$ cat config.mk
export PLATFORM = sky130hd
export DESIGN_NAME = regfile_seq
export DESIGN_NICKNAME = d
export VERILOG_FILES = /design/src/rtl/regfile_seq.sv
export SDC_FILE = /design/constraint.sdc
export NUM_CORES = 1
export LEC_CHECK = 0
export ABC_AREA = 0
export CAP_MARGIN = 0
export CORE_MARGIN = 1
export CORE_UTILIZATION = 58
export DETAILED_ROUTE_END_ITERATION = 8
export PLACE_DENSITY = 0.95
export SLEW_MARGIN = 20
export SYNTH_ARGS = -nofsm -noshare
export SYNTH_HDL_FRONTEND = slang
export SYNTH_SLANG_ARGS = --single-unit
$ cat constraint.sdc
create_clock -name clk -period 10.8 [get_ports clk]
set_clock_uncertainty 0.2 [all_clocks]
set_input_delay 3.24 -clock clk [delete_from_list [all_inputs] [get_ports clk]]
set_output_delay 3.24 -clock clk [all_outputs]
set_load 0.02 [all_outputs]
$ cat src/rtl/regfile_seq.sv
// Command sequencer for the 8x16 two-read/one-write register file.
// Each accepted command walks IDLE -> READ -> EXEC -> WB and writes one result back.
module regfile_seq #(
    parameter int DATA_W = 16,
    parameter int SEL_W  = 3,
    parameter int IMM_W  = 8
) (
    input  logic              clk,
    input  logic              rst,
    input  logic              cmd_valid,
    output logic              cmd_ready,
    input  logic [2:0]        cmd_op,
    input  logic [SEL_W-1:0]  cmd_rd,
    input  logic [SEL_W-1:0]  cmd_rs,
    input  logic [SEL_W-1:0]  cmd_rt,
    input  logic [IMM_W-1:0]  cmd_imm,
    output logic [SEL_W-1:0]  a_sel,
    output logic [SEL_W-1:0]  b_sel,
    input  logic [DATA_W-1:0] a_data,
    input  logic [DATA_W-1:0] b_data,
    output logic [DATA_W-1:0] w_data,
    output logic [SEL_W-1:0]  w_sel,
    output logic              w_en,
    output logic              done,
    output logic              busy,
    output logic              flag_z,
    output logic              flag_c
);

    typedef enum logic [1:0] {S_IDLE, S_READ, S_EXEC, S_WB} state_t;
    typedef enum logic [2:0] {
        OP_ADD, OP_SUB, OP_AND, OP_OR, OP_XOR, OP_MOV, OP_LDI, OP_SHL1
    } op_t;

    state_t             state_q, state_d;
    op_t                op_q;
    logic [SEL_W-1:0]   rd_q;
    logic [IMM_W-1:0]   imm_q;
    logic [SEL_W-1:0]   a_sel_q, b_sel_q, w_sel_q;
    logic [DATA_W-1:0]  w_data_q;
    logic               w_en_q, done_q, flag_z_q, flag_c_q;

    logic               accept;
    logic [DATA_W-1:0]  result_d;
    logic               carry_d;
    logic [DATA_W:0]    sum_w, diff_w;

    assign cmd_ready = (state_q == S_IDLE) && !rst;
    assign busy      = (state_q != S_IDLE);
    assign accept    = cmd_valid && cmd_ready;

    assign a_sel  = a_sel_q;
    assign b_sel  = b_sel_q;
    assign w_data = w_data_q;
    assign w_sel  = w_sel_q;
    assign w_en   = w_en_q;
    assign done   = done_q;
    assign flag_z = flag_z_q;
    assign flag_c = flag_c_q;

    always_comb begin
        state_d = state_q;
        case (state_q)
            S_IDLE:  if (accept) state_d = S_READ;
            S_READ:  state_d = S_EXEC;
            S_EXEC:  state_d = S_WB;
            S_WB:    state_d = S_IDLE;
            default: state_d = S_IDLE;
        endcase
    end

    // The extra top bit of the widened difference is the unsigned borrow.
    assign sum_w  = {1'b0, a_data} + {1'b0, b_data};
    assign diff_w = {1'b0, a_data} - {1'b0, b_data};

    always_comb begin
        result_d = '0;
        carry_d  = 1'b0;
        case (op_q)
            OP_ADD:  begin result_d = sum_w[DATA_W-1:0];  carry_d = sum_w[DATA_W];  end
            OP_SUB:  begin result_d = diff_w[DATA_W-1:0]; carry_d = diff_w[DATA_W]; end
            OP_AND:  result_d = a_data & b_data;
            OP_OR:   result_d = a_data | b_data;
            OP_XOR:  result_d = a_data ^ b_data;
            OP_MOV:  result_d = a_data;
            OP_LDI:  result_d = {{(DATA_W-IMM_W){1'b0}}, imm_q};
            OP_SHL1: begin result_d = {a_data[DATA_W-2:0], 1'b0}; carry_d = a_data[DATA_W-1]; end
            default: result_d = '0;
        endcase
    end

    always_ff @(posedge clk) begin
        if (rst) begin
            state_q  <= S_IDLE;
            op_q     <= OP_ADD;
            rd_q     <= '0;
            imm_q    <= '0;
            a_sel_q  <= '0;
            b_sel_q  <= '0;
            w_sel_q  <= '0;
            w_data_q <= '0;
            w_en_q   <= 1'b0;
            done_q   <= 1'b0;
            flag_z_q <= 1'b0;
            flag_c_q <= 1'b0;
        end else begin
            state_q <= state_d;
            // Selects are loaded on accept so they are already valid throughout READ.
            if (accept) begin
                op_q    <= op_t'(cmd_op);
                rd_q    <= cmd_rd;
                imm_q   <= cmd_imm;
                a_sel_q <= cmd_rs;
                b_sel_q <= cmd_rt;
            end
            if (state_q == S_EXEC) begin
                w_data_q <= result_d;
                w_sel_q  <= rd_q;
                flag_z_q <= (result_d == '0);
                flag_c_q <= carry_d;
                w_en_q   <= 1'b1;
                done_q   <= 1'b1;
            end else begin
                w_en_q   <= 1'b0;
                done_q   <= 1'b0;
            end
        end
    end

endmodule

==> flow_metrics.env, run 1 <==
export IMPL_hold_viol_final=0
export IMPL_synth_seq_cells=44
export IMPL_maxCapViolCount=0
export IMPL_cts_max_level=2
export IMPL_synth_area_um2=4710
export IMPL_grt_max_degree=58
export IMPL_fp_coreArea_um2=7810
export IMPL_worst_pin_slew_ns=1.12
export IMPL_dpl_worst_slack_ns=2.94
export IMPL_max_vdd_ir_drop_mv=0.157
export IMPL_post_route_min_period_ns=7.86
export IMPL_cpLargestDelayFamily="buffers and inverters"
export IMPL_num_vias=5139
export IMPL_wl_um=15100
export IMPL_max_freq_ghz=0.127
export IMPL_start_util_pct=60.3
export IMPL_dieWidth_um=92.1
export IMPL_first_pass_iters=5
export IMPL_cts_resized=0
export IMPL_crit_top_cell="clkdlybuf4s50_1"
export IMPL_slew_viol_final=0
export IMPL_synth_largest_area_cell="dfxtp_1"
export IMPL_synth_flop_cell="dfxtp_1"
export IMPL_setup_tns_ns=0
export IMPL_required_ns=7.36
export IMPL_cts_root_buf="clkbuf_8"
export IMPL_leakage_nw=2.28
export IMPL_final_common_cell="clkdlybuf4s50_1"
export IMPL_die_h_um=92.1
export IMPL_nets=804
export IMPL_cts_inserted_buffers=5
export IMPL_ctsHoldBuffers=0
export IMPL_yosys_area_top_type_share_pct=18.7
export IMPL_yosysUniqueCellTypes=71
export IMPL_slowest_stage="clkdlybuf4s50_1"
export IMPL_clock_sinks=44
export IMPL_synthCells=643
export IMPL_cts_tree="yes"
export IMPL_cp_arrival_ns=4.42
export IMPL_drtIter0Drc=489
export IMPL_critPathKind="input port to primary output"
export IMPL_drive_gt1_share_pct=4.60
export IMPL_hold_class="register to register"
export IMPL_synth_net_count=751
export IMPL_fin_ws_ns=2.94
export IMPL_critical_path_buf_inv_count=2
export IMPL_layout_common_cells="clkdlybuf4s50_1, nor2_1, inv_1, nand2_1, ha_1"
export IMPL_post_cts_buffers=0
export IMPL_avgRoutedWirePerCell_um=18.9
export IMPL_overflow=0
export IMPL_yosysSeqAreaShare_pct=18.7
export IMPL_end_kind="primary output"
export IMPL_startpoint="rst"
export IMPL_slowest_delay_ns=0.62
export IMPL_synth_edf_count=0
export IMPL_rows=32
export IMPL_grt_pass1_wl_um=24600
export IMPL_status="finished clean"
export IMPL_path_clk_slew_ns=0.07
export IMPL_min_delay_start="a_sel[0]"
export IMPL_worstPathCellList="clkdlybuf4s50_1 -> nor2_1 -> clkdlybuf4s50_1"
export IMPL_post_route_drc_count=0
export IMPL_via_per_inst=6.44
export IMPL_port_buffers=85
export IMPL_rsz0062_at_grt="false"
export IMPL_slew_headroom_pct=25.5
export IMPL_clockBufferDepth=2
export IMPL_regToRegStartpoint="op_q[2]"
export IMPL_ys_warn_count=0
export IMPL_dp_hpwl_um=11100
export IMPL_area_growth_pct=19.4
export IMPL_dieArea_um2=8490
export IMPL_fin_crit_sh_pct=72.8
export IMPL_insertion_delay_ns=0.30
export IMPL_setup_violations=0
export IMPL_grt_pass1_vias=4935
export IMPL_avgSynthCellArea_um2=7.33
export IMPL_synth_area_leaders="dfxtp_1, ha_1, o21ai_0"
export IMPL_gp_congestion=0.980
export IMPL_cp_start_kind="input port"
export IMPL_synthArstFlopShare_pct=0
export IMPL_io_pins=86
export IMPL_drtAntennaViolNets=0
export IMPL_grtUsageTotal_pct=36.3
export IMPL_antenna_found_initial=0
export IMPL_num_antenna_cells=0
export IMPL_power_density_nw_per_um2=147
export IMPL_worstPathMaxFanout=2
==> registers in the layout (all words and copies together) (netlist names) <==
| register | flops |
|---|---|
| a_sel | 3 |
| b_sel | 3 |
| done | 1 |
| flag_c | 1 |
| flag_z | 1 |
| imm_q | 8 |
| op_q | 3 |
| rd_q | 3 |
| state_q | 2 |
| w_data | 16 |
| w_sel | 3 |
==> metal layers <==
metal	wire length, um	GRT usage [%]	up-vias
li1	-	-	2427
met1	6170	46.6	2381
met2	6950	59.5	289
met3	1560	8.21	42
met4	414	12.9	0
met5	0	0	-
==> cell usage after synthesis (all sizes together), types with 3 or more instances <==
cell type	number
mux2i	20
o22ai	5
a221o	5
clkbuf	27
dfxtp	44
a22oi	3
xor2	3
buf	20
o21ai	46
nand2	52
inv	55
a211oi	18
a2111oi	3
nand3	16
ha	51
a221oi	11
nor3	18
nor3b	3
nor4	5
a31oi	4
mux2	6
o221ai	7
and3	6
a32o	3
nand4	7
o211ai	8
nor2	58
o31ai	9
a311oi	3
nor2b	9
a21o	7
nand2b	32
a21oi	38
or3	3
==> worst register-to-register path: stages, from the launching register on <==
cell	delay (ns)
dfxtp_2	0.32
buf_4	0.51
nor2_1	0.29
nand2_1	0.45
o221a_2	0.29
o221ai_1	0.20
or4_1	0.60
nor3_2	0.16
nand4_1	0.14
nor3_2	0.18
a21bo_1	0.13
==> final timing paths <==
kind | end | slack [ns] | cells after the start
worst max-delay path | cmd_ready | 2.94 | 3
worst min-delay path | a_sel[0] | 0.28 | 2
worst max register to register | flag_z | 7.29 | 10
worst min register to register | a_sel[0] | 0.28 | 2
==> kinds of logic (layout without fill, tap and decap cells) <==
family,after synthesis,in the layout,synth area share (%)
XOR/XNOR,4,4,0.744
multiplexers,26,26,5.76
flip-flops,44,44,18.7
AND/OR/NAND/NOR,218,218,22.8
buffers and inverters,102,155,8.74
adder cells (fa/ha/maj),53,53,14.4
AO/OA/AOI/OAI,196,196,28.8
==> per-stage QoR <==
stage	std cells	utilization, %	power [mW]	area [um2]	hold WS, ns
2_1_floorplan	643	-	0.546	4710	0.245
3_3_place_gp	791	71.0	0.697	5550	0.257
3_5_place_dp	791	71.0	0.713	5550	0.269
4_1_cts	798	72.0	0.813	5620	0.278
5_1_grt	798	72.0	0.876	5620	0.303
6_report	798	72.0	0.826	5620	0.279
==> layout make-up <==
type	count	area, um2
inverter	55	206
tap	102	128
clock buffer	6	72.6
timing repair buffer	93	911
sequential	44	882
multi-input combinational	497	3420
fill	623	2180
clock inverter	1	5.00
==> where the power goes <==
part	switching, mW	internal (mW)	total (mW)
logic	0.310	0.199	0.509
registers	0.0212	0.198	0.219
clock network	0.0540	0.0440	0.0980
total	0.385	0.441	0.826
Power figures use the tool's default switching activity.
==> run 2: changes to the inputs <==
- CORE_UTILIZATION: 58 -> 49
- PLACE_DENSITY: 0.95 -> 0.88
- clock period: 10.8 -> 6.5 ns (I/O delays scaled with it)
==> flow_metrics.env, run 2 (synthesized netlist as in run 1, its figures left out) <==
export IMPL_startpoint="a_data[0]"
export IMPL_leakage_nw=2.28
export IMPL_grt_max_degree=45
export IMPL_path_clk_slew_ns=0.08
export IMPL_start_util_pct=50.7
export IMPL_clkPwrFrac_pct=11.6
export IMPL_slowest_delay_ns=0.59
export IMPL_overflow=0
export IMPL_dieArea_um2=10000
export IMPL_grt_util_met2_pct=49.5
export IMPL_maxCapViolCount=0
export IMPL_dpl_worst_slack_ns=0.942
export IMPL_drtIter0Drc=520
export IMPL_rows=35
export IMPL_max_vdd_ir_drop_mv=0.237
export IMPL_fin_ws_ns=1.16
export IMPL_slew_viol_final=0
export IMPL_use_met3_pct=5.50
export IMPL_required_ns=6.54
export IMPL_min_delay_start="a_sel[0]"
export IMPL_layout_common_cells="clkdlybuf4s50_1, nor2_1, inv_1, nand2_1, ha_1"
export IMPL_post_route_drc_count=0
export IMPL_rr_endpoint="flag_z"
export IMPL_post_route_min_period_ns=5.34
export IMPL_cts_tree="yes"
export IMPL_place_area_um2=5580
export IMPL_first_pass_iters=7
export IMPL_fin_crit_sh_pct=82.1
export IMPL_cts_root_buf="clkbuf_8"
export IMPL_gr_usage_met1_pct=39.4
export IMPL_post_cts_buffers=0
export IMPL_combPwrFrac_pct=60.8
export IMPL_fp_coreArea_um2=9280
export IMPL_area_growth_pct=20.1
export IMPL_largest_reg_flops=16
export IMPL_wl_um=14800
export IMPL_slew_headroom_pct=26.6
export IMPL_drive_gt1_share_pct=4.45
export IMPL_regToRegStartpoint="op_q[0]"
export IMPL_port_buffers=85
export IMPL_switching_power_mw=0.632
export IMPL_final_common_cell="clkdlybuf4s50_1"
export IMPL_cp_start_kind="input port"
export IMPL_insertion_delay_ns=0.29
export IMPL_nets=804
export IMPL_internal_power_mw=0.735
export IMPL_die_h_um=100
export IMPL_critPathKind="input port to register"
export IMPL_power_density_nw_per_um2=242
export IMPL_status="finished clean"
export IMPL_seqPwrFrac_pct=27.6
export IMPL_setup_tns_ns=0
export IMPL_io_pins=86
export IMPL_worst_r2r_setup_slack_ns=2.66
export IMPL_via_per_inst=6.20
export IMPL_num_vias=5111
export IMPL_end_kind="register"
export IMPL_rsz0062_at_grt="false"
export IMPL_timing_hold_ws_ns=0.276
export IMPL_cts_inserted_buffers=5
export IMPL_stdcell_area_um2=5660
export IMPL_gp_congestion=0.984
export IMPL_dp_hpwl_um=11000
export IMPL_hold_viol_final=0
export IMPL_worstPathCellList="clkdlybuf4s50_1 -> inv_1 -> ha_1 -> inv_1 -> fa_1 -> nor2b_1 -> o31ai_1 -> o221a_2 -> o221ai_1 -> or4_1 -> nor3_2 -> nand4_1 -> nor3_2 -> a21bo_1"
export IMPL_cp_endpoint="flag_z"
export IMPL_drtAntennaViolNets=0
export IMPL_cts_max_level=2
export IMPL_clockBufferDepth=2
export IMPL_ff2ff_path_depth=9
export IMPL_avgRoutedWirePerCell_um=17.9
export IMPL_grt_pass1_wl_um=24200
export IMPL_grtUsageTotal_pct=30.1
export IMPL_cts_resized=0
export IMPL_setup_violations=0
export IMPL_hold_class="register to register"
export IMPL_antenna_found_initial=0
export IMPL_worstPathMaxFanout=4
export IMPL_max_freq_ghz=0.187
export IMPL_grt_busiest_layer="met2"
export IMPL_dieWidth_um=100
export IMPL_ctsHoldBuffers=0
export IMPL_cp_arrival_ns=5.38
export IMPL_clock_sinks=44
export IMPL_p_sw_share_pct=46.2
export IMPL_slowest_stage="or4_1"
export IMPL_num_antenna_cells=0
export IMPL_worst_pin_slew_ns=1.10
export IMPL_grt_pass1_vias=4834
## run 2: routing by layer
metal  share of wire (%)  routed length, um  vias to the layer above
met3                 9.6               1410                       44
met4                 3.2                476                        0
li1                    -                  -                     2430
met5                   0                  0                        -
met2                  46               6740                      253
met1                  42               6170                     2384
## run 2: final cells by class
class                   count  area (um2)
flip-flops and latches     44         881
inverters                  55         206
well taps                 129         161
fillers                   877        3630
repair buffers             93         911
clock inverters             1        5.00
clock buffers               6        72.6
multi-input cells         497        3420
## run 2: power groups by stage
stage	clock (mW)	combinational (mW)	sequential (mW)
floorplan	0	0.504	0.404
global route	0.174	0.897	0.385
global placement	0	0.793	0.378
detailed placement	0	0.812	0.381
CTS	0.162	0.819	0.376
finish	0.159	0.831	0.377
## run 2: worst min path at each step
stage / endpoint / slack [ns] / depth (start not counted)
floorplan: imm_q[1] / 0.24 / 2
global placement: b_sel[2] / 0.26 / 2
detailed placement: rd_q[1] / 0.26 / 2
CTS: rd_q[1] / 0.28 / 2
global route: rd_q[1] / 0.31 / 2
finish: a_sel[0] / 0.28 / 2
## run 2: critical path: cells and delay by family
kind | cells | cell delay (ns)
AO/OA/AOI/OAI | 4 | 0.94
AND/OR/NAND/NOR | 5 | 1.24
buffers and inverters | 3 | 0.62
adder cells (fa/ha/maj) | 2 | 0.60
## run 2: metrics by stage
stage / utilization (%) / total power [mW] / cells
final: 60.9 / 1.37 / 825
after global routing: 60.9 / 1.46 / 825
after CTS: 60.9 / 1.36 / 825
after detailed placement: 60.1 / 1.19 / 818
after global placement: 60.1 / 1.17 / 818
after floorplan: - / 0.907 / 643
==> run 3: changes to the inputs <==
- clock period: 6.5 -> 4.4 ns (I/O delays scaled with it)
==> flow_metrics.env, run 3 (synthesized netlist as in run 1, its figures left out) <==
export IMPL_grt_pass1_vias=5517
export IMPL_end_kind="register"
export IMPL_die_h_um=100
export IMPL_min_delay_start="state_q[1]"
export IMPL_worst_pin_slew_ns=0.567
export IMPL_regArea_um2=881
export IMPL_hold_viol_final=0
export IMPL_antenna_found_initial=0
export IMPL_largest_reg_flops=16
export IMPL_power_density_nw_per_um2=356
export IMPL_first_pass_iters=5
export IMPL_grtUsageTotal_pct=33.5
export IMPL_max_vdd_ir_drop_mv=0.469
export IMPL_p_sw_share_pct=43.7
export IMPL_cts_max_level=2
export IMPL_via_per_inst=6.17
export IMPL_hold_path_depth=2
export IMPL_cpLargestDelayFamily="simple AND/OR/NAND/NOR gates"
export IMPL_slowest_delay_ns=0.43
export IMPL_cp_arrival_ns=4.41
export IMPL_grt_busiest_layer="met2"
export IMPL_critical_path_buf_inv_count=3
export IMPL_io_pins=86
export IMPL_status="finished clean"
export IMPL_setup_violations=0
export IMPL_grt_util_met2_pct=58.2
export IMPL_final_common_cell="buf_4"
export IMPL_post_route_drc_count=0
export IMPL_leakage_nw=2.80
export IMPL_seqPwrFrac_pct=23.9
export IMPL_setup_tns_ns=0
export IMPL_rows=35
export IMPL_drive_gt1_share_pct=18.1
export IMPL_drtIter0Drc=459
export IMPL_dp_hpwl_um=12700
export IMPL_fp_coreArea_um2=9280
export IMPL_ctsHoldBuffers=0
export IMPL_regToRegStartpoint="op_q[2]"
export IMPL_num_antenna_cells=0
export IMPL_use_met3_pct=4.81
export IMPL_hold_end="state_q[1]"
export IMPL_dieArea_um2=10000
export IMPL_worstPathCellList="dlygate4sd2_1 -> inv_2 -> ha_4 -> inv_2 -> fa_1 -> mux2_4 -> a211oi_2 -> o22ai_2 -> or3b_1 -> or4_4 -> nor3_4 -> nand4_1 -> nor3_2 -> a21bo_1"
export IMPL_cts_inserted_buffers=5
export IMPL_num_vias=5710
export IMPL_post_route_min_period_ns=4.37
export IMPL_grt_max_degree=45
export IMPL_cts_tree="yes"
export IMPL_fin_crit_sh_pct=99.4
export IMPL_cp_start_kind="input port"
export IMPL_max_freq_ghz=0.229
export IMPL_slowest_stage="or4_4"
export IMPL_required_ns=4.44
export IMPL_clock_sinks=44
export IMPL_crit_top_cell="inv_2"
export IMPL_port_buffers=85
export IMPL_overflow=0
export IMPL_dieWidth_um=100
export IMPL_ff2ff_path_depth=10
export IMPL_drtAntennaViolNets=0
export IMPL_maxCapViolCount=0
export IMPL_cts_root_buf="clkbuf_8"
export IMPL_hold_class="register to register"
export IMPL_worst_r2r_setup_slack_ns=0.98
export IMPL_clockBufferDepth=2
export IMPL_combPwrFrac_pct=63.2
export IMPL_start_util_pct=50.7
export IMPL_nets=903
export IMPL_rr_endpoint="flag_z"
export IMPL_area_growth_pct=38.1
export IMPL_fill_cells=758
export IMPL_layout_common_cells="buf_4, clkdlybuf4s50_1, nor2_1, nand2_1, inv_1"
export IMPL_stdcell_area_um2=6510
export IMPL_avgRoutedWirePerCell_um=18.3
export IMPL_internal_power_mw=1.31
export IMPL_insertion_delay_ns=0.29
export IMPL_critPathKind="input port to register"
export IMPL_worstPathMaxFanout=2
export IMPL_slew_headroom_pct=62.2
export IMPL_slew_viol_final=0
export IMPL_grt_pass1_wl_um=26800
export IMPL_gp_congestion=0.998
export IMPL_place_area_um2=6310
export IMPL_clkPwrFrac_pct=13.0
export IMPL_gr_usage_met1_pct=41.5
export IMPL_wl_um=16900
export IMPL_multi_input_area_um2=3500
export IMPL_path_clk_slew_ns=0.08
export IMPL_switching_power_mw=1.01
==> run 3: stage by stage <==
step           instances  power [mW]  utilization (%)  setup WS [ns]  hold WS [ns]
4_1_cts              925        2.27             69.4         0.0305         0.285
2_1_floorplan        643        1.34                -          0.339         0.245
3_5_place_dp         916        1.95             68.0         -0.468         0.270
6_report             925        2.32             70.1         0.0255         0.282
5_1_grt              925        2.45             70.1        -0.0112         0.310
3_3_place_gp         916        1.91             68.0         -0.353         0.259
==> run 3: repair_timing <==
item,in CTS,in global routing
setup buffers,1,0
hold endpoints to repair,0,0
setup endpoints to repair,2,1
cloned,0,0
resized for setup,12,13
pin swaps,9,10
==> run 3: final cells by class <==
| cell class | count | share of cell area [%] |
|---|---|---|
| clock buffers | 6 | 1.12 |
| clock inverters | 2 | 0.538 |
| inverters | 55 | 3.17 |
| multi-input cells | 497 | 53.8 |
| flip-flops and latches | 44 | 13.5 |
| well taps | 129 | 2.48 |
| repair buffers | 192 | 25.3 |
==> run 3: tightest hold or removal path, stage by stage (launching register included) <==
cell     delay, ns
dfxtp_1       0.33
nand2_1       0.06
a21oi_1       0.05
==> run 3: per-layer routing <==
metal  vias to the layer above  wire length (um)
met1                      2686              6740
met5                         -                 0
met4                         0               702
li1                       2624                 -
met3                        67              1510
met2                       333              7990
==> run 3: power groups by stage <==
| stage | logic, mW | clock network, mW | registers (mW) |
|---|---|---|---|
| 2_1_floorplan | 0.744 | 0 | 0.596 |
| 3_3_place_gp | 1.36 | 0 | 0.550 |
| 3_5_place_dp | 1.40 | 0 | 0.556 |
| 4_1_cts | 1.42 | 0.305 | 0.550 |
| 5_1_grt | 1.56 | 0.320 | 0.561 |
| 6_report | 1.46 | 0.300 | 0.553 |
==> run 3: worst max path at each step <==
stage                     slack [ns]      to  cells after the start  startpoint
after floorplan                 0.34  flag_z                     13   a_data[0]
after detailed placement       -0.47  flag_z                     14   a_data[0]
after global routing           -0.01  flag_z                     14   a_data[0]
after global placement         -0.35  flag_z                     16   a_data[0]
after CTS                       0.03  flag_z                     14   a_data[0]
final                           0.03  flag_z                     14   a_data[0]
